## src/rtl/correlator_pkg.sv

```systemverilog
// correlator_pkg: shared defaults, sample-vector type and counter sizing helper for the correlator front end.
// Latency: n/a (package only).
// Backpressure: n/a (package only).
package correlator_pkg;

    localparam int DEFAULT_CLK_FREQUENCY = 50_000_000;
    localparam int DEFAULT_NUM_INPUTS    = 14;

    // One bit per antenna input, as delivered to the correlator core.
    typedef logic [DEFAULT_NUM_INPUTS-1:0] sample_vec_t;

    // Width of a counter that runs 0..modulus-1; never narrower than one bit.
    function automatic int cnt_width(input int modulus);
        return (modulus > 1) ? $clog2(modulus) : 1;
    endfunction

endpackage

```

## src/rtl/pulse_sync.sv

```systemverilog
// pulse_sync: 2-flop synchroniser per bit; with SAMPLER_GLITCH_FILTER_EN a 2-of-3 majority over the last three synchronised values.
// Latency: 2 cycles pin to dout (3 cycles with SAMPLER_GLITCH_FILTER_EN).
// Backpressure: none; free-running every clock.
module pulse_sync
    import correlator_pkg::*;
#(
    parameter int WIDTH = DEFAULT_NUM_INPUTS
) (
    input  logic             clki,
    input  logic             rst,
    input  logic [WIDTH-1:0] din,
    output logic [WIDTH-1:0] dout
);

    logic [WIDTH-1:0] sync1_q;
    logic [WIDTH-1:0] sync2_q;

    // Two-stage synchroniser; sync1_q may go metastable and is never used elsewhere.
    always_ff @(posedge clki) begin
        if (rst) begin
            sync1_q <= '0;
            sync2_q <= '0;
        end else begin
            sync1_q <= din;
            sync2_q <= sync1_q;
        end
    end

`ifdef SAMPLER_GLITCH_FILTER_EN
    logic [WIDTH-1:0] hist1_q;
    logic [WIDTH-1:0] hist2_q;

    // History of the synchronised value so a single-cycle excursion is outvoted.
    always_ff @(posedge clki) begin
        if (rst) begin
            hist1_q <= '0;
            hist2_q <= '0;
        end else begin
            hist1_q <= sync2_q;
            hist2_q <= hist1_q;
        end
    end

    assign dout = (sync2_q & hist1_q) | (sync2_q & hist2_q) | (hist1_q & hist2_q);
`else
    assign dout = sync2_q;
`endif

endmodule

```

## src/rtl/input_sampler.sv

```systemverilog
// input_sampler: conditions antenna pulse inputs and captures them on a divided sample strobe, flagging each integration window end.
// Latency: pin to sample_bits = 2 sync cycles (+1 with SAMPLER_GLITCH_FILTER_EN) + wait to next strobe + 1 register cycle.
// Backpressure: none; enable low clears counters and idles strobes, sample_bits holds its last value.
module input_sampler
    import correlator_pkg::*;
#(
    parameter int CLK_FREQUENCY           = DEFAULT_CLK_FREQUENCY,
    parameter int SAMPLE_FREQUENCY        = 10_000_000,
    parameter int NUM_INPUTS              = DEFAULT_NUM_INPUTS,
    parameter int SAMPLES_PER_INTEGRATION = 1_000_000,
    parameter int INVERT_INPUTS           = 1
) (
    input  logic                  clki,
    input  logic                  rst,
    input  logic                  enable,
    input  logic [NUM_INPUTS-1:0] pulse_in,
    output logic [NUM_INPUTS-1:0] sample_bits,
    output logic                  sample_valid,
    output logic                  sample_clk_pulse,
    output logic                  integration_clk_pulse
);

    localparam int DIV   = CLK_FREQUENCY / SAMPLE_FREQUENCY;
    localparam int DIV_W = cnt_width(DIV);
    localparam int SPI_W = cnt_width(SAMPLES_PER_INTEGRATION);

    localparam logic [DIV_W-1:0] DIV_LAST = DIV_W'(DIV - 1);
    localparam logic [DIV_W-1:0] DIV_PRE  = DIV_W'(DIV - 2);
    localparam logic [SPI_W-1:0] SPI_LAST = SPI_W'(SAMPLES_PER_INTEGRATION - 1);

    logic [NUM_INPUTS-1:0] sync_bits;
    logic [NUM_INPUTS-1:0] cond_bits;
    logic [DIV_W-1:0]      div_cnt;
    logic [SPI_W-1:0]      sample_cnt;

    pulse_sync #(
        .WIDTH (NUM_INPUTS)
    ) u_pulse_sync (
        .clki (clki),
        .rst  (rst),
        .din  (pulse_in),
        .dout (sync_bits)
    );

    // Pins are active-low on the board, so the correlator sees a 1 for an active pulse.
    assign cond_bits = (INVERT_INPUTS != 0) ? ~sync_bits : sync_bits;

    // Divider; the strobe register is loaded one count early so it is high exactly while div_cnt == DIV-1.
    always_ff @(posedge clki) begin
        if (rst || !enable) begin
            div_cnt          <= '0;
            sample_clk_pulse <= 1'b0;
        end else begin
            div_cnt          <= (div_cnt == DIV_LAST) ? '0 : div_cnt + 1'b1;
            sample_clk_pulse <= (div_cnt == DIV_PRE);
        end
    end

    // Window position; dropping enable throws away a partial window so the next run starts at zero.
    always_ff @(posedge clki) begin
        if (rst || !enable) begin
            sample_cnt <= '0;
        end else if (sample_clk_pulse) begin
            sample_cnt <= (sample_cnt == SPI_LAST) ? '0 : sample_cnt + 1'b1;
        end
    end

    // Capture stage; a strobe already in flight when enable falls still completes its capture and qualifiers.
    always_ff @(posedge clki) begin
        if (rst) begin
            sample_bits           <= '0;
            sample_valid          <= 1'b0;
            integration_clk_pulse <= 1'b0;
        end else begin
            sample_valid          <= sample_clk_pulse;
            integration_clk_pulse <= sample_clk_pulse && (sample_cnt == SPI_LAST);
            if (sample_clk_pulse) begin
                sample_bits <= cond_bits;
            end
        end
    end

endmodule

```

## config.mk

```make
export PLATFORM = sky130hd
export DESIGN_NAME = input_sampler
export DESIGN_NICKNAME = d
export VERILOG_FILES = /design/src/rtl/correlator_pkg.sv /design/src/rtl/pulse_sync.sv /design/src/rtl/input_sampler.sv
export SDC_FILE = /design/constraint.sdc
export NUM_CORES = 1
export LEC_CHECK = 0
export ABC_AREA = 0
export BUFFER_PORTS_ARGS = -buffer_cell sky130_fd_sc_hd__buf_2
export CORE_ASPECT_RATIO = 1.75
export CORE_MARGIN = 4
export CORE_UTILIZATION = 50
export DETAILED_ROUTE_END_ITERATION = 6
export GPL_TIMING_DRIVEN = 1
export HOLD_SLACK_MARGIN = 0.08
export PLACE_DENSITY = 0.71
export SLEW_MARGIN = 10
export SYNTH_ARGS = -nofsm -noshare
export SYNTH_HDL_FRONTEND = slang
export SYNTH_HIERARCHICAL = 1
export SYNTH_SLANG_ARGS = --single-unit
```

## constraint.sdc

```tcl
create_clock -name clki -period 2.7 [get_ports clki]
set_input_delay 0.27 -clock clki [delete_from_list [all_inputs] [get_ports clki]]
set_output_delay 0.27 -clock clki [all_outputs]
set_load 0.05 [all_outputs]
```

# After elaboration in Yosys (flattened, before gate mapping)
# Cells that the tools add are included.
dict set report totals {
  register_bits 68
  input_bits 17
  output_inout_bits 17
  elab_cells 19
}
dict set report op_classes {
  n_addsub 2
  n_eq_ne 3
  muxes 1
  bitwise 1
  reduce_logical 4
}
# cell count
set op_table {}
lappend op_table {{adder 20 x 1 -> 20 bit (second input constant)} 1}
lappend op_table {{equality test 20 bit (second input constant)} 1}
lappend op_table {{2-to-1 mux 20 bit} 1}
lappend op_table {{NOT 14 bit} 1}
lappend op_table {{adder 3 x 1 -> 3 bit (second input constant)} 1}
lappend op_table {{equality test 3 x 2 -> 1 bit (second input constant)} 1}
lappend op_table {{equality test 3 bit (second input constant)} 1}
lappend op_table {{OR reduction 2 bit} 1}
lappend op_table {{logical AND 1 bit} 1}
lappend op_table {{logical NOT 1 bit} 1}
lappend op_table {{logical OR 1 bit} 1}

# Logic depth before layout (Yosys ltp)
dict set report depth {
  ltp_word 3
  depth_mapped 6
  mapped_depth_nobuf 5
}

# Modules after synthesis
# Netlist, hierarchy kept.
# mod n_inst cells_per_inst area_each_um2 seq_area_each_um2
set modules_own_cells {}
lappend modules_own_cells {input_sampler 1 180 1640.3 800.8}
lappend modules_own_cells {pulse_sync 1 58 778.2 560.5}

# Worst setup path after synthesis
# Ideal clock, no wire load.
dict set report synth_timing {
  path_type {register to register}
  from {register sample_clk_pulse}
  to {register sample_cnt[17]}
  setup_ps 70
  t_arrival_ps 2022
  required_time_ps 2630
  path_slack_ps 608
  path_stages_with_launch 7
  path_buffers 2
  synth_period_minus_slack_ps 2092
  cell_sequence {dfxtp_1 buf_2 nand4_2 or3_1 clkbuf_1 or4_1 a21oi_1}
}
# item line_no
set synth_rtl {}
lappend synth_rtl {{start, declared} input_sampler.sv:19} ;# output logic sample_clk_pulse,
lappend synth_rtl {{start signal, assigned} input_sampler.sv:55} ;# sample_clk_pulse <= (div_cnt == DIV_PRE);
lappend synth_rtl {{end signal, assigned} input_sampler.sv:64} ;# sample_cnt <= (sample_cnt == SPI_LAST) ? '0 : sample_cnt + 1'b1;
lappend synth_rtl {{end, declared} input_sampler.sv:34} ;# logic [SPI_W-1:0] sample_cnt;

# Worst setup path after layout
dict set report layout_timing {
  from {register sample_cnt[0]}
  to {register sample_cnt[10]}
}
dict set report layout_via {
  elab_chain_cells 2
  elab_cells_between_ends 3
  classes_between {add/sub: 1; eq/ne: 1; mux: 1}
}
# item line_no
set layout_lines {}
lappend layout_lines {{adder 20 x 1 -> 20 bit or equality test 20 bit (tied branches)} input_sampler.sv:64}
lappend layout_lines {{2-to-1 mux 20 bit *} input_sampler.sv:64}
# Every way passes the cells marked *; elsewhere a longest branch is shown, timed or not.
# A chain may end at the register's enable or synchronous reset.

==> flow_results.org <==
** Status
- The flow ran to the end, and the final reports show no timing, DRC or antenna violations.

** Logic synthesis
- Sequential-to-total area share from yosys stat :: 56.3%
- Mapped Cells :: 238
- Mapped Area :: 0.00242 mm^2
- Distinct cell type count after synthesis :: 35
- Each instance of the synthesized netlist takes up on average 10.2 um^2.
- Counting flops with a built-in enable in the synthesized netlist gives 0.
- During synthesis, Yosys emitted a total of 6 warnings.
- Flip-flop cell with the highest count after synthesis :: sky130_fd_sc_hd__dfxtp_1
- Share of synthesized registers carrying an async set or reset :: 0%
- Post-synthesis register bit count :: 68
- Net Count, Synth :: 259

** Global routing
- Maximum number of pins on one net before global-route repair :: 46
- Antenna violations before repair :: 0
- The first global-routing pass estimated 7300 um of wire.
- Global routing consumed, over all layers together, 16.5% of the routing resources.
- The via count of the first global-routing pass came to 1,628.
- Global route total overflow :: 0

** Placement
- During placement, the flow inserted port buffers numbering 33.
- After detailed placement, the design holds a cell count of 315.
- Last weighted congestion value of the routability-driven placer :: 0.893
- Detailed placement finished with a half-perimeter wire length of 3120 um.
- Worst setup slack before clock tree synthesis :: 0.630 ns

** Setup path
- CP Capture Type :: register
- Of all nets on the critical path, the largest fanout is 12.
- WS Path Type :: register to register
- The worst setup path is launched from a register.
- Data on the critical path is required at its endpoint by 2.93 ns.
- At the worst endpoint, the arrival time is 2.33 ns.

** Layout
- Number of fill cells in the layout :: 410
- 0 antenna diodes ended up in the layout.
- Nets@finish :: 295
- The finished layout holds 331 standard cells, fillers aside.
- Cells with a size suffix above 1 make up 23.7% of the layout.
- At the end of the flow the core is filled with cells to 60.9%.
- Synth-to-layout area growth :: 17.5%

** Timing
- For this run, the top clock speed supported by timing is 0.477 GHz.
- Setup violations remaining at the end of the flow were counted as 0.
- Worst relative slew slack :: 71.4%
- Setup slack on the critical path of the routed design comes to 0.602 ns.
- The worst path uses 77.7% of the clock period.
- Hold is met by 0.130 ns.
- At the pin with the least slew margin, the transition time is 0.426 ns.
- Worst Skew :: 0.00753 ns
- The final number of hold-violating endpoints came to 0.
- RSZ-0062 raised after global routing :: false
- Final-report max-slew violation count :: 0
- Accumulated negative setup slack :: 0 ns
- Counting I/O delays and the setup requirement, the final critical path takes 2.10 ns.

** Clocking
- CTS root buffer :: sky130_fd_sc_hd__clkbuf_8
- TritonCTS buffer count :: 9
- The number of setup buffers added after CTS is 0.
- Clk slew on worst S/H paths :: 0.08 ns
- For this design, the CTS-stage hold fixing added 0 buffers.
- Worst skew pair latency :: 0.34 ns
- In this run the deepest clock path goes through 2 buffers.
- Count of instances resized after the clock tree is built :: 0
- Clock tree sinks :: 68
- CTS tree :: yes
- Level count of the clock H-tree :: 3

** Floorplan
- From bottom edge to top edge, the die measures 100 um.
- I/O pin cnt :: 34
- Initial standard-cell utilization of the core :: 51.8%
- Overall die width :: 60.6 um
- The floorplan has 33 rows.
- The core region is 0.00467 mm^2.
- Die footprint :: 0.00606 mm^2

** Route
- The detail route stage leaves a number of antenna-violating nets equal to 0.
- Ratio of routed vias to standard cells :: 5.24
- In the routed design, unresolved DRC markers number 0.
- Total wirelength of the detailed-routed design :: 4360 um
- Number of DRC markers in iteration 0 :: 104
- Final routed wire length divided by cell count :: 13.2 um
- The first TritonRoute pass finished after 4 iterations.
- The detailed router placed 1,735 vias in this run.

** Worst hold path
- In this run the worst hold path is classified as input pin to register.

** Power and ir drop
- IR analysis of the VDD net gives a maximum drop of 626 uV.
- For this design the static power due to leakage is 1.09 nW.
- Power density relative to cell area :: 713 mW/mm^2

** Flow run
- Max-cap violations in this run came to 0.
sequential cells by signal, indices dropped and copies added (netlist names):
| signal | count |
|---|---|
| u_pulse_sync/dout | 14 |
| sample_bits | 14 |
| div_cnt | 3 |
| sample_clk_pulse | 1 |
| sample_cnt | 20 |
| sample_valid | 1 |
| u_pulse_sync/sync1_q | 14 |
| integration_clk_pulse | 1 |
synthesized netlist by cell type, drive strengths merged, types with 2 or more instances:
cell type	n	area share (%)
nand2	12	1.9
o31ai	4	1.4
clkbuf	3	0.47
and2b	8	2.9
nor4	5	1.3
buf	8	2.0
nor2	30	4.7
or3	6	1.8
inv	6	0.93
a21oi	7	1.4
xnor2	9	3.3
nor2b	22	5.7
ha	4	2.1
nor4bb	2	0.83
nor3	4	0.83
o21ai	4	0.83
nand3	4	1.0
or4	3	0.93
xor2	3	1.1
a211oi	14	4.3
dfxtp	68	56
nand4	6	2.1
layer usage:
layer | track usage (%) | vias to the layer above | wire length, um
met1 | 16.2 | 795 | 1650
met4 | 12.5 | 0 | 194
met3 | 4.89 | 15 | 180
met2 | 27.7 | 41 | 2330
met5 | 0 | - | 0
li1 | - | 884 | -
worst max-delay path, cell delays in order (launching register included):
cell	delay, ns
sky130_fd_sc_hd__dfxtp_1	0.39
sky130_fd_sc_hd__ha_1	0.26
sky130_fd_sc_hd__nor4bb_1	0.32
sky130_fd_sc_hd__nand4b_1	0.21
sky130_fd_sc_hd__o31ai_2	0.47
sky130_fd_sc_hd__buf_4	0.27
sky130_fd_sc_hd__nor2_1	0.07
power by group:
group / switching [mW] / internal, mW
combinational: 0.0269 / 0.0254
sequential: 0.00523 / 1.02
clock: 0.392 / 0.553
final timing paths:
path                                                      start                                 end  slack (ns)  cells after the start
worst min-delay path                                pulse_in[6]  u_pulse_sync/sync1_q[6]$_SDFF_PP0_        0.13                      2
worst max-delay path                 sample_cnt[0]$_SDFFE_PP0P_         sample_cnt[10]$_SDFFE_PP0P_        0.60                      6
worst max register to register       sample_cnt[0]$_SDFFE_PP0P_         sample_cnt[10]$_SDFFE_PP0P_        0.60                      6
worst min register to register  u_pulse_sync/dout[1]$_SDFF_PP0_         sample_bits[1]$_SDFFE_PP0P_        0.40                      1
layout by cell type (no fill, tap or decap), types with 6 or more instances in the layout:
cell type,count
sky130_fd_sc_hd__a21oi_1,7
sky130_fd_sc_hd__and2b_2,8
sky130_fd_sc_hd__nor2_1,30
sky130_fd_sc_hd__nor2b_1,22
sky130_fd_sc_hd__a211oi_1,14
sky130_fd_sc_hd__xnor2_1,9
sky130_fd_sc_hd__clkbuf_8,10
sky130_fd_sc_hd__inv_1,6
sky130_fd_sc_hd__dfxtp_1,68
sky130_fd_sc_hd__buf_2,33
sky130_fd_sc_hd__nand2_1,12
final cells by class:
class / instances / area (um^2) / share of cell area (%)
flip-flops and latches: 68 / 1360 / 47.9
multi-input cells: 153 / 975 / 34.3
clock inverters: 6 / 93.8 / 3.30
repair buffers: 36 / 188 / 6.60
clock buffers: 10 / 138 / 4.84
inverters: 6 / 22.5 / 0.792
well taps: 52 / 65.1 / 2.29
kinds of logic after synthesis:
kind of cell             count (synthesis)  synth area share, %
buffers and inverters                   17                 3.41
adder cells (fa/ha/maj)                  4                 2.07
AND/OR/NAND/NOR                        107                 25.4
multiplexers                             1                0.414
flip-flops                              68                 56.3
AO/OA/AOI/OAI                           29                 8.07
XOR/XNOR                                12                 4.35
metrics by stage:
stage / power [mW] / cell area (um^2)
final: 2.03 / 2840
after global routing: 2.11 / 2840
after CTS: 2.05 / 2840
after detailed placement: 1.11 / 2610
after global placement: 1.10 / 2610
after floorplan: 1.09 / 2420
Note: power is estimated with default switching activity, not from simulation.
